`src/rtl/decoder_38.sv`:
```
// rtl/decoder_38.sv - registered 3-to-8 one-hot decoder with enable; optional hold-on-disable via DECODER38_HOLD_EN
module decoder_38 #(
    parameter bit OUT_ACTIVE_LOW = 1'b0
) (
    input  logic       clk,
    input  logic       rst_n,
    input  logic       en,
    input  logic [2:0] w,
    output logic [7:0] y,
    output logic       valid
);

    // y_q holds the pin-level encoding so the outputs come straight off the flops
    localparam logic [7:0] Y_INACTIVE = OUT_ACTIVE_LOW ? 8'hFF : 8'h00;

    logic [7:0] y_q, y_d;
    logic       valid_q, valid_d;
    logic [7:0] onehot;

    always_comb begin
        onehot = 8'h00;
        for (int i = 0; i < 8; i++) begin
            onehot[i] = (w == 3'(i));
        end
    end

    always_comb begin
        y_d     = y_q;
        valid_d = valid_q;
        if (en) begin
            y_d     = onehot ^ Y_INACTIVE;
            valid_d = 1'b1;
        end else begin
`ifdef DECODER38_HOLD_EN
            y_d     = y_q;
            valid_d = valid_q;
`else
            y_d     = Y_INACTIVE;
            valid_d = 1'b0;
`endif
        end
    end

    always_ff @(posedge clk or negedge rst_n) begin
        if (!rst_n) begin
            y_q     <= Y_INACTIVE;
            valid_q <= 1'b0;
        end else begin
            y_q     <= y_d;
            valid_q <= valid_d;
        end
    end

    assign y     = y_q;
    assign valid = valid_q;

endmodule

```
`config.mk`:
```
export PLATFORM = sky130hd
export DESIGN_NAME = decoder_38
export DESIGN_NICKNAME = d
export VERILOG_FILES = /design/src/rtl/decoder_38.sv
export SDC_FILE = /design/constraint.sdc
export NUM_CORES = 1
export LEC_CHECK = 0
export ABC_AREA = 1
export CAP_MARGIN = 20
export CORE_AREA = 10 10 47 49
export CTS_CLUSTER_DIAMETER = 120
export CTS_CLUSTER_SIZE = 25
export DETAILED_ROUTE_END_ITERATION = 10
export DIE_AREA = 0 0 57 59
export SYNTH_ARGS = -nofsm -noshare
export SYNTH_HDL_FRONTEND = slang
export SYNTH_SLANG_ARGS = --single-unit
export TNS_END_PERCENT = 100
```
`constraint.sdc`:
```
create_clock -name clk -period 1.1 [get_ports clk]
set_input_delay 0.33 -clock clk [delete_from_list [all_inputs] [get_ports clk]]
set_output_delay 0.33 -clock clk [all_outputs]
set_load 0.01 [all_outputs]
```
==> metrics.yaml <==
synthesis:
  yosysSeqAreaShare: 0.779
  yosysUniqueCellTypes: 4
  yosysWarnings: 0
  synth_top_area_frac: 0.779
  synth_area_um2: 289
  syn_avg_cell_area_um2: 11.1
  syn_nets: 32
  netlist_instances: 26
  ys_seq_elements: 9
  synth_area_leaders: "dfrtp_1 (78%), nor2_1 (10%), nand2_1 (7.8%), inv_1 (3.9%)"
  synth_top_area_cell: "dfrtp_1"
hold_path:
  hp-class: "in -> async"
clock_network:
  cts_buffers: 3
  cts_sinks: 9
  clockBufferDepth: 2
  root_buffer: "clkbuf_4"
  path_clk_slew_ns: 0.06
  cts-hold-fix-buffers: 0
  cts.htree.levels: 1
  cts_tree: "done"
floorplanning:
  pin_count: 15
  rows: 14
  fp.dieH_um: 59
  die_w_um: 57
  coreArea_um2: 1400
  initial_utilization: 0.206
  dieArea_um2: 3360
global_route:
  grt_pass1_vias: 253
  grt_max_degree: 10
  grt_remaining_overflow: 0
  grt_pass1_wl_mm: 1.12
  antenna_found_initial: 0
  grtUsageTotal: 0.0445
sta:
  setup_viol: 0
  hold_viol: 0
  timing.slew.headroom: 0.740
  fin_crit_sh: 0.970
  fin_crit_ns: 1.07
  rsz0062_at_grt: "yes"
  worst_slew_pin_slew_ns: 0.389
  fmax_ghz: 0.938
  report.final.slew_viol_count: 0
  tns_ns: 0
detailed_routing:
  drc: 0
  firstDrtPassIters: 4
  num_vias: 224
  routed_wl_um: 604
  via_per_inst: 3.73
  drt_iter0_drc: 1
  wire_per_inst_um: 10.1
  antenna_left: 0
worst_setup_path:
  path_max_fanout: 1
  path_cells: "buf_2"
  cp-end-kind: "output pin"
  cp_slowest_cell: "dfrtp_1"
  crit_buf_inv: 1
  critical-path-top-delay-family: "flip-flops"
  setup.worst_path.start_class: "register"
  critPathKind: "reg -> out"
  slowest_delay_ns: 0.36
  arrival_ns: 0.74
  crit_required_ns: 0.77
final_layout:
  fin_area_um2: 449
  final_common_cell: "dfrtp_1"
  mostFrequentLayoutCells: "dfrtp_1 (9), nor2_1 (8), nand2_1 (6), buf_2 (6), clkdlybuf4s50_1 (5)"
  fin_nets: 51
  final_core_util: 0.321
  diodes: 0
  synthToLayoutAreaGrowth_pct: 55.4
  drive_gt1_frac: 0.273
pwr:
  p_leak_nw: 0.246
  peakVddDrop_mv: 0.434
  cellPowerDensity_nw_per_um2: 1420
placement:
  dpl_cell_area_um2: 449
  place.port_buffers: 14
  routabilityCongestion: 0.715
  dp_hpwl_um: 510
run_status:
  status: "complete, no violations"
job:
  max-cap-violations: 0
-- power breakdown --
group / switching, mW / internal [mW]
combinational: 0.0306 / 0.0299
sequential: 0.00249 / 0.341
clock: 0.0959 / 0.139
total: 0.129 / 0.509
-- per-layer routing --
metal / part of all wire / track usage / wire length [um]
met1: 0.44 / 0.0463 / 263
met3: 0.19 / 0.0408 / 117
met5: 0 / 0 / 0
met2: 0.36 / 0.0558 / 217
met4: 0.0099 / 0.0302 / 6
-- per-stage QoR --
step           hold WS (ns)  power (mW)  setup slack [ns]  std cells
2_1_floorplan        0.0344       0.368             0.394         26
3_3_place_gp          0.643       0.416           -0.0736         56
3_5_place_dp          0.646       0.417           -0.0772         56
4_1_cts               0.379       0.649            0.0186         60
5_1_grt               0.411       0.686           -0.0129         60
6_report              0.372       0.638            0.0335         60
-- final cells by class --
type | instances | area [um^2]
Clock buffer | 4 | 26.3
Fill cell | 157 | 952
Inverter | 3 | 11.3
Multi-Input combinational cell | 14 | 52.6
Sequential cell | 9 | 225
Tap cell | 16 | 20.0
Timing Repair Buffer | 14 | 114
-- registers in the layout, indices dropped and copies added (netlist names) --
register and cells:
valid 1, y 8
-- path summary, 6_finish.rpt --
kind | depth (start not counted) | end | startpoint | slack (ns)
min | 1 | y[7] | rst_n | 0.37
max | 1 | y[2] | y[2] | 0.03
min in group clk | 1 | valid | en | 0.58
max in group asynchronous | 1 | y[0] | rst_n | 0.45
-- kinds of logic after synthesis --
logic type             synth area share
buffers and inverters            0.0390
flip-flops                        0.779
AND/OR/NAND/NOR                   0.182
-- synthesized netlist by cell type (all sizes together) --
master  n
dfrtp   9
inv     3
nand2   6
nor2    8
-- repair_timing --
item | CTS | global route
hold endpoints to repair | 0 | 0
setup buffers | 0 | 0
gates resized for setup | 36 | 3
endpoints found under the setup margin | 9 | 7
Note: power is estimated with default switching activity, not from simulation.
